`src/rtl/seven_seg_scanner.sv`:
```
// seven_seg_scanner: time-multiplexed hex display driver with guard gaps and frame-synchronous updates.
// Optional macro LEADING_ZERO_BLANK_EN suppresses leading zero digits.
module seven_seg_scanner #(
  parameter int DIGITS      = 4,
  parameter int REFRESH_DIV = 50000,
  parameter int GUARD       = 2
) (
  input  logic                  clk,
  input  logic                  rst,
  input  logic                  load,
  input  logic [4*DIGITS-1:0]   valueIn,
  input  logic [DIGITS-1:0]     dpIn,
  output logic [3:0]            hexOut,
  output logic [DIGITS-1:0]     anodeOut,
  output logic                  dpOut,
  output logic                  frameTick
);
  localparam int CMAX = GUARD > REFRESH_DIV ? GUARD : REFRESH_DIV;
  localparam int CW   = $clog2(CMAX + 1);
  localparam int IW   = $clog2(DIGITS);
  typedef enum logic {BLANK, SHOW} state_t;
  state_t              r_state, w_state;
  logic                r_run, w_fs, w_last;
  logic [IW-1:0]       r_idx, w_idx;
  logic [CW-1:0]       r_cnt, w_cnt;
  logic [4*DIGITS-1:0] r_shv, r_dv, w_dv;
  logic [DIGITS-1:0]   r_shd, r_dd, w_dd, w_blank;
  // r_run is clear only in the cycle after reset, so the first edge always opens a fresh frame
  always_comb begin
    w_state = r_state;
    w_idx   = r_idx;
    w_cnt   = r_cnt + 1'b1;
    w_fs    = 1'b0;
    w_last  = r_state == BLANK ? r_cnt == CW'(GUARD - 1) : r_cnt == CW'(REFRESH_DIV - 1);
    if (!r_run) begin
      w_state = BLANK;
      w_idx   = '0;
      w_cnt   = '0;
      w_fs    = 1'b1;
    end else if (w_last) begin
      w_cnt   = '0;
      w_state = r_state == BLANK ? SHOW : BLANK;
      if (r_state == SHOW) begin
        w_idx = r_idx == IW'(DIGITS - 1) ? '0 : r_idx + 1'b1;
        w_fs  = r_idx == IW'(DIGITS - 1);
      end
    end
    w_dv = w_fs ? r_shv : r_dv;
    w_dd = w_fs ? r_shd : r_dd;
  end
`ifdef LEADING_ZERO_BLANK_EN
  always_comb begin
    logic w_z;
    w_blank = '0;
    w_z     = 1'b1;
    for (int k = DIGITS - 1; k > 0; k--) begin
      w_z        = w_z && (w_dv[4*k +: 4] == 4'h0);
      w_blank[k] = w_z && !w_dd[k];
    end
  end
`else
  assign w_blank = '0;
`endif
  // outputs are registered from next-state values so they stay aligned with the scan state
  always_ff @(posedge clk or posedge rst) begin
    if (rst) begin
      r_run     <= 1'b0;
      r_state   <= BLANK;
      r_idx     <= '0;
      r_cnt     <= '0;
      r_shv     <= '0;
      r_shd     <= '0;
      r_dv      <= '0;
      r_dd      <= '0;
      hexOut    <= 4'h0;
      anodeOut  <= '1;
      dpOut     <= 1'b1;
      frameTick <= 1'b0;
    end else begin
      r_run     <= 1'b1;
      r_state   <= w_state;
      r_idx     <= w_idx;
      r_cnt     <= w_cnt;
      if (load) begin
        r_shv <= valueIn;
        r_shd <= dpIn;
      end
      r_dv      <= w_dv;
      r_dd      <= w_dd;
      hexOut    <= w_dv[4*w_idx +: 4];
      anodeOut  <= (w_state == SHOW && !w_blank[w_idx]) ? ~(DIGITS'(1) << w_idx) : '1;
      dpOut     <= !(w_state == SHOW && w_dd[w_idx]);
      frameTick <= w_fs;
    end
  end
endmodule
```
`config.mk`:
```
export PLATFORM = sky130hd
export DESIGN_NAME = seven_seg_scanner
export DESIGN_NICKNAME = d
export VERILOG_FILES = /design/src/rtl/seven_seg_scanner.sv
export SDC_FILE = /design/constraint.sdc
export NUM_CORES = 1
export LEC_CHECK = 0
export BUFFER_PORTS_ARGS = -buffer_cell sky130_fd_sc_hd__buf_2
export CAP_MARGIN = 5
export CORE_ASPECT_RATIO = 1.2
export CORE_UTILIZATION = 40
export CTS_CLUSTER_DIAMETER = 60
export DETAILED_ROUTE_END_ITERATION = 10
export PLACE_DENSITY_LB_ADDON = 0.08
export SETUP_SLACK_MARGIN = 0.1
export SYNTH_ARGS = -nofsm -noshare
export SYNTH_HDL_FRONTEND = slang
export SYNTH_SLANG_ARGS = --single-unit
```
`constraint.sdc`:
```
create_clock -name clk -period 2.5 [get_ports clk]
set_input_delay 0.625 -clock clk [delete_from_list [all_inputs] [get_ports clk]]
set_output_delay 0.625 -clock clk [all_outputs]
set_load 0.005 [all_outputs]
```
==> impl_metrics.xml <==
<?xml version="1.0" encoding="UTF-8"?>
<metrics>
  <group name="global_routing">
    <metric name="antenna_violations_before_repair" unit="">0</metric>
    <metric name="vias_in_the_first_global_route" unit="">1979</metric>
    <metric name="grt_util_all_layers" unit="">0.166</metric>
    <metric name="overflow" unit="">0</metric>
    <metric name="grt_start_max_net_pins" unit="">30</metric>
    <metric name="grt_first_pass_wirelength" unit="um">9560</metric>
  </group>
  <group name="floorplan">
    <metric name="fp-row-count" unit="">34</metric>
    <metric name="placeableCoreArea" unit="um^2">7230</metric>
    <metric name="die-width" unit="um">80.9</metric>
    <metric name="floorplan.initialDensity" unit="">0.413</metric>
    <metric name="die_height" unit="um">96.7</metric>
    <metric name="top_level_ports" unit="">33</metric>
    <metric name="fp.dieArea" unit="um^2">7820</metric>
  </group>
  <group name="critical_path">
    <metric name="path_cells" unit="">nand4_1 -&gt; a22o_1 -&gt; o31ai_4 -&gt; buf_12 -&gt; mux2_2 -&gt; o2bb2ai_1 -&gt; a221o_1</metric>
    <metric name="worstSetupPathType" unit="">flip-flop to flip-flop</metric>
    <metric name="worst_setup_path_end_kind" unit="">flip-flop</metric>
    <metric name="critical_path.startpoint_type" unit="">flip-flop</metric>
    <metric name="timing.rr.start" unit="">r_cnt[8]</metric>
    <metric name="cp_slowest_cell" unit="">sky130_fd_sc_hd__dfrtp_1</metric>
    <metric name="timing.critical_path.fanout_max" unit="">21</metric>
    <metric name="crit_arrival" unit="ps">2520</metric>
    <metric name="worstPathRequired" unit="ps">2730</metric>
    <metric name="critical_path.max_stage_delay" unit="ps">450</metric>
    <metric name="critical_path_startpoint" unit="">r_cnt[8]</metric>
  </group>
  <group name="sta">
    <metric name="final_max_slew_viol_count" unit="">0</metric>
    <metric name="grt_setup_unrepaired" unit="">false</metric>
    <metric name="fmax" unit="MHz">436</metric>
    <metric name="setup-violations-final" unit="">0</metric>
    <metric name="skew" unit="ps">7.05</metric>
    <metric name="final_hold_violations" unit="">0</metric>
    <metric name="final.min_clock_period" unit="ps">2300</metric>
    <metric name="final.setup.tns" unit="ps">0</metric>
    <metric name="min_period_over_period" unit="">0.918</metric>
    <metric name="maxSlewHeadroom" unit="">0.465</metric>
    <metric name="tightest_pin_transition" unit="ps">795</metric>
  </group>
  <group name="route">
    <metric name="drtAntennaViolNets" unit="">0</metric>
    <metric name="drt_iter0_drc" unit="">61</metric>
    <metric name="remaining_drc_errors" unit="">1</metric>
    <metric name="vias_per_cell" unit="">4.94</metric>
    <metric name="routed_wl" unit="um">5690</metric>
    <metric name="num_vias" unit="">1878</metric>
    <metric name="firstDrtPassIters" unit="">7</metric>
    <metric name="wl_per_cell" unit="um">15.0</metric>
  </group>
  <group name="synthesis">
    <metric name="ys_ff_latch" unit="">70</metric>
    <metric name="synth.top_cell.area_share" unit="">0.545</metric>
    <metric name="ys_top_cells_by_area" unit="">sky130_fd_sc_hd__dfrtp_1 54%, sky130_fd_sc_hd__mux2_2 11%, sky130_fd_sc_hd__mux2i_1 4.7%, sky130_fd_sc_hd__dfstp_2 4.4%, sky130_fd_sc_hd__xor2_1 3.8%</metric>
    <metric name="synth_mux_area_frac" unit="">0.169</metric>
    <metric name="post_synth_and_or_nand_nor_area_fraction" unit="">0.110</metric>
    <metric name="syn_nets" unit="">263</metric>
    <metric name="yosysSeqAreaShare" unit="">0.589</metric>
    <metric name="synth-xor-area-share" unit="">0.0469</metric>
    <metric name="synth_cell_types" unit="">38</metric>
    <metric name="mappedNetlistArea" unit="um^2">2990</metric>
    <metric name="synthDominantAreaCellType" unit="">sky130_fd_sc_hd__dfrtp_1</metric>
    <metric name="post_synthesis_compound_gate_area_fraction" unit="">0.0465</metric>
    <metric name="synth_top_family_by_area" unit="">multiplexers</metric>
    <metric name="yosysWarnings" unit="">0</metric>
    <metric name="synth_fa_ha_area_frac" unit="">0.00838</metric>
    <metric name="synthCells" unit="">238</metric>
    <metric name="avgSynthCellArea" unit="um^2">12.5</metric>
  </group>
  <group name="clock_network">
    <metric name="clock_tree.htree_level_count" unit="">3</metric>
    <metric name="cts.reportedPaths.clkPinSlew" unit="ps">70</metric>
    <metric name="clock_sinks" unit="">70</metric>
    <metric name="cts-root-buf" unit="">sky130_fd_sc_hd__clkbuf_8</metric>
    <metric name="cts_buffers" unit="">9</metric>
    <metric name="clock_tree.buffer_depth" unit="">2</metric>
    <metric name="cts_tree" unit="">yes</metric>
    <metric name="clk_latency_worst_skew_pair" unit="ps">340</metric>
    <metric name="cts_hold_repair.buffers" unit="">0</metric>
  </group>
  <group name="layout">
    <metric name="commonest_cells_after_routing_fill_and_taps_aside" unit="">64 x sky130_fd_sc_hd__dfrtp_1, 32 x sky130_fd_sc_hd__buf_2, 30 x sky130_fd_sc_hd__mux2_2, 20 x sky130_fd_sc_hd__nor2_1</metric>
    <metric name="finish.instance_area" unit="um^2">3560</metric>
    <metric name="layout-drive-gt1-share" unit="">0.345</metric>
    <metric name="area.growth.synth_to_final" unit="%">19.1</metric>
    <metric name="final_nets" unit="">310</metric>
    <metric name="final_cells" unit="">380</metric>
    <metric name="end_of_flow_core_utilization" unit="">0.492</metric>
    <metric name="antenna_diode_count" unit="">0</metric>
    <metric name="layout.cells.most_common" unit="">sky130_fd_sc_hd__dfrtp_1</metric>
  </group>
  <group name="power">
    <metric name="power.net_switching" unit="uW">653</metric>
    <metric name="internal_power" unit="mW">1.94</metric>
    <metric name="clkPwrFrac" unit="">0.355</metric>
    <metric name="peak_supply_drop" unit="uV">322</metric>
    <metric name="power.share.sequential" unit="">0.509</metric>
    <metric name="power.total" unit="mW">2.59</metric>
    <metric name="pwr-share-comb" unit="">0.136</metric>
    <metric name="power.density" unit="nW/um^2">729</metric>
    <metric name="cellLeakagePower" unit="nW">1.61</metric>
    <metric name="netSwitchingFraction" unit="">0.252</metric>
  </group>
  <group name="job">
    <metric name="drv_cap" unit="">0</metric>
  </group>
  <group name="placement">
    <metric name="gp_congestion" unit="">0.754</metric>
    <metric name="detailedPlacementHpwl" unit="um">4000</metric>
    <metric name="placed_area" unit="um^2">3340</metric>
    <metric name="io_buffers" unit="">32</metric>
    <metric name="place.detailed.instances" unit="">363</metric>
  </group>
  <group name="hold_path">
    <metric name="hp_class" unit="">input pin to async pin</metric>
  </group>
  <group name="run_status">
    <metric name="violated_checks" unit="">design-rule violations</metric>
    <metric name="status" unit="">finished with violations</metric>
  </group>
</metrics>
kinds of logic (layout without fill, tap and decap cells):
family / Yosys count / in the layout
AOI/OAI and AO/OA: 17 / 17
xor gates and xnor gates: 16 / 16
other: 1 / 1
and+or+nand+nor: 65 / 65
buffers and inverters: 21 / 73
adders and majority gates: 2 / 2
muxes: 46 / 46
DFF: 70 / 70
metal layers:
layer	global-route usage	part of all wire	up-vias	routed length (um)
met5	0	0	-	0
met4	0.0865	0.023	0	131
met2	0.277	0.51	29	2910
met1	0.195	0.43	922	2470
met3	0.0340	0.030	14	168
li1	-	-	913	-
flip-flops by register name, summed over array words and instances, names as in the netlist:
register,cells
anodeOut,4
r_dv,16
r_run,1
r_dd,4
r_idx,2
hexOut,4
r_shd,4
r_cnt,16
frameTick,1
r_shv,16
r_state,1
dpOut,1
cell type report:
class | instances | area [um^2]
well taps | 90 | 113
fillers | 655 | 3670
clock inverters | 3 | 42.5
clock buffers | 13 | 159
repair buffers | 45 | 283
inverters | 12 | 45.0
flip-flops and latches | 70 | 1760
multi-input cells | 147 | 1160
power by group through the flow:
stage / registers (mW) / clock network [mW] / logic (mW)
6_report: 1.32 / 0.920 / 0.354
5_1_grt: 1.33 / 0.998 / 0.400
2_1_floorplan: 1.32 / 0 / 0.251
4_1_cts: 1.32 / 0.955 / 0.362
3_5_place_dp: 1.34 / 0 / 0.352
3_3_place_gp: 1.34 / 0 / 0.344
critical path, delay by kind of cell, from the launching register on:
kind                   cells  cell delay, ps
multiplexers               1             360
buffers and inverters      1             220
AO/OA/AOI/OAI              4            1020
AND/OR/NAND/NOR            1             120
flip-flops                 1             450
cell usage after synthesis:
cell type and count:
sky130_fd_sc_hd__a22o_1 1, sky130_fd_sc_hd__buf_2 1, sky130_fd_sc_hd__o31a_1 2, sky130_fd_sc_hd__nor4_1 3
sky130_fd_sc_hd__nand2_1 14, sky130_fd_sc_hd__nand2b_1 2, sky130_fd_sc_hd__nor2b_1 3, sky130_fd_sc_hd__and4_1 1
sky130_fd_sc_hd__dfstp_2 5, sky130_fd_sc_hd__mux2_4 1, sky130_fd_sc_hd__and2_1 2, sky130_fd_sc_hd__a221o_1 4
sky130_fd_sc_hd__dfrtp_1 65, sky130_fd_sc_hd__o31ai_1 1, sky130_fd_sc_hd__nor4b_1 1, sky130_fd_sc_hd__mux2_2 30
sky130_fd_sc_hd__o21ai_0 1, sky130_fd_sc_hd__nor3_1 1, sky130_fd_sc_hd__nand4b_1 1, sky130_fd_sc_hd__clkbuf_1 6
sky130_fd_sc_hd__and3_1 2, sky130_fd_sc_hd__conb_1 1, sky130_fd_sc_hd__o22ai_1 4, sky130_fd_sc_hd__mux2_1 1
sky130_fd_sc_hd__o31ai_2 1, sky130_fd_sc_hd__nor2_1 20, sky130_fd_sc_hd__a21oi_1 1, sky130_fd_sc_hd__inv_1 12
sky130_fd_sc_hd__nand4_1 6, sky130_fd_sc_hd__xnor2_1 3, sky130_fd_sc_hd__nand3_1 7, sky130_fd_sc_hd__buf_4 2
sky130_fd_sc_hd__o2bb2ai_1 2, sky130_fd_sc_hd__ha_1 2, sky130_fd_sc_hd__nor3_4 1, sky130_fd_sc_hd__mux2i_1 14
sky130_fd_sc_hd__xor2_1 13, sky130_fd_sc_hd__and2_0 1
what timing repair did:
item | 4_1_cts | 5_1_grt
buffers inserted | 1 | 0
gates resized for setup | 0 | 2
endpoints found under the setup margin | 2 | 8
pin swaps | 1 | 0
worst paths after layout:
path,slack (ps),cells past startpoint,to
max in group asynchronous,1500,3,anodeOut[1]
worst max register to register,200,7,hexOut[1]
worst max-delay path,200,7,hexOut[1]
worst min-delay path,260,2,r_dv[9]
min in group clk,480,2,r_dd[3]
worst min register to register,480,2,r_dd[3]
metrics by stage:
stage	setup slack, ps	hold slack, ps
after CTS	157	258
after global routing	107	274
final	205	259
after floorplan	115	438
after global placement	130	462
after detailed placement	97.6	468
(Power assumes the default switching activity.)
